## src/rtl/hazard_pkg.sv

```systemverilog
// Shared types for the pipeline hazard sequencer: controller states and
// EX operand forward-select encodings.
package hazard_pkg;

    typedef enum logic [1:0] {
        RST_FLUSH,
        RUN,
        MEM_WAIT,
        FAULT
    } hz_state_e;

    localparam logic [1:0] FWD_RF = 2'b00;
    localparam logic [1:0] FWD_W  = 2'b01;
    localparam logic [1:0] FWD_M  = 2'b10;

endpackage

```

## src/rtl/forward_unit.sv

```systemverilog
// EX operand forward select for one source register; Memory-stage result
// takes priority over Writeback, and x0 is never forwarded.
module forward_unit
    import hazard_pkg::*;
(
    input  logic [4:0] rs_i,
    input  logic [4:0] rd_m_i,
    input  logic       reg_write_m_i,
    input  logic [4:0] rd_w_i,
    input  logic       reg_write_w_i,
    output logic [1:0] forward_o
);

    always_comb begin
        forward_o = FWD_RF;
        if (reg_write_m_i && (rd_m_i != 5'd0) && (rd_m_i == rs_i)) begin
            forward_o = FWD_M;
        end else if (reg_write_w_i && (rd_w_i != 5'd0) && (rd_w_i == rs_i)) begin
            forward_o = FWD_W;
        end
    end

endmodule

```

## src/rtl/hazard_sequencer.sv

```systemverilog
// Stall/flush/forward controller for the 5-stage pipeline, including the
// post-reset flush window, variable-latency dmem waits and the dmem timeout fault.
module hazard_sequencer
    import hazard_pkg::*;
#(
    parameter int unsigned RESET_FLUSH_CYCLES = 2,
    parameter int unsigned MEM_TIMEOUT        = 64,
    parameter int unsigned PERF_W             = 32
) (
    input  logic              clk,
    input  logic              reset,
    input  logic [4:0]        Rs1D,
    input  logic [4:0]        Rs2D,
    input  logic [4:0]        Rs1E,
    input  logic [4:0]        Rs2E,
    input  logic [4:0]        RdE,
    input  logic              MemReadE,
    input  logic              PCSrcE,
    input  logic [4:0]        RdM,
    input  logic              RegWriteM,
    input  logic              MemReadM,
    input  logic              MemWriteM,
    input  logic              dmem_ready,
    input  logic [4:0]        RdW,
    input  logic              RegWriteW,
    output logic [1:0]        ForwardAE,
    output logic [1:0]        ForwardBE,
    output logic              StallF,
    output logic              StallD,
    output logic              StallE,
    output logic              StallM,
    output logic              StallW,
    output logic              FlushD,
    output logic              FlushE,
    output logic              mem_fault,
    output logic [PERF_W-1:0] stall_cycles
);

    localparam logic [3:0] FLUSH_LAST   = 4'(RESET_FLUSH_CYCLES - 1);
    localparam logic [7:0] TIMEOUT_LAST = 8'(MEM_TIMEOUT - 1);

    hz_state_e         state_q;
    logic [3:0]        flush_cnt_q;
    logic [7:0]        wait_cnt_q;
    logic              mem_fault_q;
    logic [PERF_W-1:0] stall_cnt_q;

    logic mem_stall;
    logic load_use;

    forward_unit u_fwd_a (
        .rs_i          (Rs1E),
        .rd_m_i        (RdM),
        .reg_write_m_i (RegWriteM),
        .rd_w_i        (RdW),
        .reg_write_w_i (RegWriteW),
        .forward_o     (ForwardAE)
    );

    forward_unit u_fwd_b (
        .rs_i          (Rs2E),
        .rd_m_i        (RdM),
        .reg_write_m_i (RegWriteM),
        .rd_w_i        (RdW),
        .reg_write_w_i (RegWriteW),
        .forward_o     (ForwardBE)
    );

    // A same-cycle ready completes the access without any stall.
    assign mem_stall = (MemReadM | MemWriteM) & ~dmem_ready;
    assign load_use  = MemReadE && (RdE != 5'd0) && ((RdE == Rs1D) || (RdE == Rs2D));

    always_comb begin
        StallF = 1'b0;
        StallD = 1'b0;
        StallE = 1'b0;
        StallM = 1'b0;
        StallW = 1'b0;
        FlushD = 1'b0;
        FlushE = 1'b0;
        unique case (state_q)
            RST_FLUSH: begin
                StallF = 1'b1;
                FlushD = 1'b1;
                FlushE = 1'b1;
            end
            FAULT: begin
                {StallF, StallD, StallE, StallM, StallW} = 5'b11111;
            end
            RUN, MEM_WAIT: begin
                // W is held, not bubbled: rewriting the regfile is harmless.
                if (mem_stall) begin
                    {StallF, StallD, StallE, StallM, StallW} = 5'b11111;
                end else if (PCSrcE) begin
                    FlushD = 1'b1;
                    FlushE = 1'b1;
                end else if (load_use) begin
                    StallF = 1'b1;
                    StallD = 1'b1;
                    FlushE = 1'b1;
                end
            end
            default: ;
        endcase
    end

    always_ff @(posedge clk or posedge reset) begin
        if (reset) begin
            state_q     <= RST_FLUSH;
            flush_cnt_q <= 4'd0;
            wait_cnt_q  <= 8'd0;
            mem_fault_q <= 1'b0;
            stall_cnt_q <= '0;
        end else begin
            if (StallF && (stall_cnt_q != '1)) begin
                stall_cnt_q <= stall_cnt_q + PERF_W'(1);
            end
            unique case (state_q)
                RST_FLUSH: begin
                    if (flush_cnt_q == FLUSH_LAST) begin
                        state_q <= RUN;
                    end else begin
                        flush_cnt_q <= flush_cnt_q + 4'd1;
                    end
                end
                RUN: begin
                    if (mem_stall) begin
                        state_q    <= MEM_WAIT;
                        wait_cnt_q <= 8'd1;
                    end
                end
                MEM_WAIT: begin
                    // wait_cnt_q counts stalled cycles already spent on this access.
                    if (!mem_stall) begin
                        state_q <= RUN;
                    end else if (wait_cnt_q == TIMEOUT_LAST) begin
                        state_q     <= FAULT;
                        mem_fault_q <= 1'b1;
                        wait_cnt_q  <= wait_cnt_q + 8'd1;
                    end else begin
                        wait_cnt_q <= wait_cnt_q + 8'd1;
                    end
                end
                FAULT: ;
                default: state_q <= RST_FLUSH;
            endcase
        end
    end

    assign mem_fault    = mem_fault_q;
    assign stall_cycles = stall_cnt_q;

endmodule

```

## config.mk

```make
export PLATFORM = sky130hd
export DESIGN_NAME = hazard_sequencer
export DESIGN_NICKNAME = d
export VERILOG_FILES = /design/src/rtl/hazard_pkg.sv /design/src/rtl/forward_unit.sv /design/src/rtl/hazard_sequencer.sv
export SDC_FILE = /design/constraint.sdc
export NUM_CORES = 1
export LEC_CHECK = 0
export CAP_MARGIN = 5
export CORE_AREA = 2 2 79 81
export CTS_CLUSTER_SIZE = 12
export DETAILED_ROUTE_END_ITERATION = 8
export DIE_AREA = 0 0 81 83
export HOLD_SLACK_MARGIN = 0.06
export PLACE_DENSITY = 0.84
export SYNTH_ARGS = -nofsm -noshare
export SYNTH_HDL_FRONTEND = slang
export SYNTH_SLANG_ARGS = --single-unit
```

## constraint.sdc

```tcl
create_clock -name clk -period 4.1 [get_ports clk]
set_input_delay 0.41 -clock clk [delete_from_list [all_inputs] [get_ports clk]]
set_output_delay 0.41 -clock clk [all_outputs]
set_load 0.1 [all_outputs]
```

==> flow_summary.toml <==
[cells_and_area]
fill_cells = 475
multi_input_area_um2 = 1665
areaGrowthSynthToFinish_pct = 35.36
diodes = 0
final_cell_count_no_fill = 460
seqCellArea_um2 = 1176
utilization_pct = 67.62
final_layout_size_suffix_gt1_share_pct = 11.43
nNetsFinal = 436

[cts]
clock_path_buffers = 2
ctsHoldBuffers = 0
clock_latency_ns = 0.30
clock_sinks = 47
cts_tree = "done"
cts-root-buf = "clkbuf_8"
postCtsSetupBuffers = 0
htree_levels = 2
cts_resized = 0
clk_pin_slew_ns = 0.09
cts_buffers = 5

[synth]
synth_top_area_cell = "dfrtp_1"
syn-cell-area_um2 = 2905
yosysSeqAreaShare_pct = 40.48
synthDistinctLibCells = 46
synthCells = 295
syn-num-nets = 347
postSynthAreaPerCell_um2 = 9.848
synth_area_leaders = "dfrtp_1 40%, xor2_1 11%, xnor2_1 8.4%"
yosysWarnings = 0
synth-seq-cells = 47
synth_top_area_share_pct = 40.48

[die]
rows = 28
die-area_um2 = 6723
initial_core_util_pct = 49.96
die_h_um = 83
dieWidth_um = 81
coreArea_um2 = 5816
boundaryPins = 88

[routing]
via_per_inst = 5.504
drcViolationCount = 0
wire_per_inst_um = 14.79
vias = 2532
drt-initial-drc-count = 148
drtAntennaViolNets = 0
dr.pass1.iters = 4
routed_wl_mm = 6.802

[setup_path]
timing.rr.end = "stall_cycles[1]$_DFFE_PP0P_"
crit_slowest_cell = "or4_1"
required_ns = 3.69
reg2reg_slack_ns = 1.94
arrival_ns = 2.51
reg2reg_depth = 5
path_class = "primary input to output pin"
critPathCaptureType = "output pin"
startpoint = "RdM[0]"
crit_chain = "clkdlybuf4s50_1 -> or4_1 -> o21ai_0 -> nor4_2 -> nor4_1 -> buf_4"
worst_setup_path_start_kind = "primary input"
reg2reg_from = "state_q[0]$_DFFE_PP0P_"
max_stage_delay_ns = 0.54
path_max_fanout = 3

[hold_path]
worstHoldPathCells = 1
worstHoldStart = "mem_fault$_DFFE_PP0P_"
hold_path.class = "flop to flop"
min_to = "mem_fault$_DFFE_PP0P_"

[timing]
hold_viol_final = 0
setup_violations = 0
slew_headroom_pct = 33.23
clock_skew_ns = 0.009357
tightest_slew_ns = 0.9985
period_minus_slack_ns = 2.918
fmax_mhz = 342.7
slew_viol_final = 0
fin_crit_sh_pct = 71.16
rsz0062_at_grt = "no"

[global_route]
grtUsageTotal_pct = 21.28
grt_pass1_wl_mm = 11.41
grt_overflow = 0
first_global_vias = 2449
grt_max_degree = 48
antenna_found_initial = 0

[place]
placed_cells = 452
finalWeightedCongestion = 0.8597
hpwl_mm = 5.193
port_buffers = 87

[pwr]
power_density_nw_per_um2 = 233.5
ir_worst_vdd_mv = 0.1422
p_leak_uw = 0.001590

[run_status]
status = "finished, final reports clean"

[flow_run]
maxCapViolCount = 0
==> cells by family after synthesis <==
| logic type | count (synthesis) | share of synthesized area (%) |
|---|---|---|
| fa+ha+maj | 8 | 3.445 |
| flops | 47 | 40.48 |
| buf+inv | 15 | 2.627 |
| simple gates | 125 | 24.25 |
| xor+xnor | 63 | 18.99 |
| compound gates | 32 | 8.097 |
| mux | 5 | 2.110 |
==> worst max path at each step <==
stage / endpoint / slack, ns
CTS: ForwardAE[0] / 1.19
floorplan: ForwardAE[0] / -0.73
global route: ForwardAE[0] / 1.09
global placement: ForwardAE[0] / 1.33
detailed placement: ForwardAE[0] / 1.18
finish: ForwardAE[0] / 1.18
==> through the flow <==
step | setup TNS, ns | hold WS (ns) | cell area (µm²) | total power (µW) | setup slack, ns
6_report | 0 | 0.4689 | 3933 | 918.2 | 1.182
5_1_grt | 0 | 0.4930 | 3933 | 947.5 | 1.085
2_1_floorplan | -1.452 | 0.4372 | 2918 | 517.8 | -0.7260
4_1_cts | 0 | 0.4765 | 3933 | 925.2 | 1.192
3_3_place_gp | 0 | 0.4434 | 3820 | 576.9 | 1.329
3_5_place_dp | 0 | 0.4603 | 3820 | 579.2 | 1.183
==> registers in the layout (all words and copies together) (netlist names) <==
signal and flops:
wait_cnt_q 8, state_q 2, mem_fault 1, stall_cycles 32, flush_cnt_q 4
==> cell usage in the layout (no fill, tap or decap), types with 8 or more instances in the layout <==
master	synthesis	routed
o21ai_0	15	15
nand2_1	31	31
xor2_1	35	35
dfrtp_1	47	47
inv_1	9	8
clkdlybuf4s50_1	0	76
ha_1	8	8
nor2_1	19	19
nand3_1	17	17
xnor2_1	28	28
nand4_1	10	10
buf_4	2	12
==> area by class of cell <==
class,instances,area share (%)
clock buffers,5,1.750
clock inverters,3,1.114
inverters,9,0.8591
multi-input cells,233,42.35
flip-flops and latches,47,29.91
well taps,75,2.386
repair buffers,88,21.64
==> worst max-delay path: cells and delay by family <==
family | cells | cell delay [ns]
compound gates | 1 | 0.32
simple gates | 3 | 0.95
buf+inv | 2 | 0.83
==> synthesized netlist by cell type (all sizes together) <==
library cell,n
nand3,18
and4b,1
nand2,31
inv,9
dfrtp,47
and3,6
nor4,14
nor2,20
nor4b,1
clkbuf,2
nand3b,1
o41ai,1
buf,4
nand4,10
xor2,35
nand2b,1
ha,8
a22o,1
mux2,3
o2111a,1
o31ai,1
o221ai,1
and2,2
or3,2
o21bai,1
mux2i,2
a21o,2
nand4b,1
xnor2,28
or4,6
o22ai,2
nor3,11
o21ai,17
a21oi,3
o211ai,2
==> report_power, final <==
part           internal (µW)  switching [µW]
Clock                    182             168
Sequential               463               0
Combinational           57.1            48.2
Total                    702             216
==> per-layer routing <==
metal / vias to the layer above / GRT usage [%] / routed length [µm]
li1: 1222 / - / -
met1: 1204 / 28.22 / 2955
met2: 97 / 33.88 / 3289
met3: 9 / 5.217 / 438
met4: 0 / 6.780 / 119
met5: - / 0 / 0
Note: power is estimated with default switching activity, not from simulation.
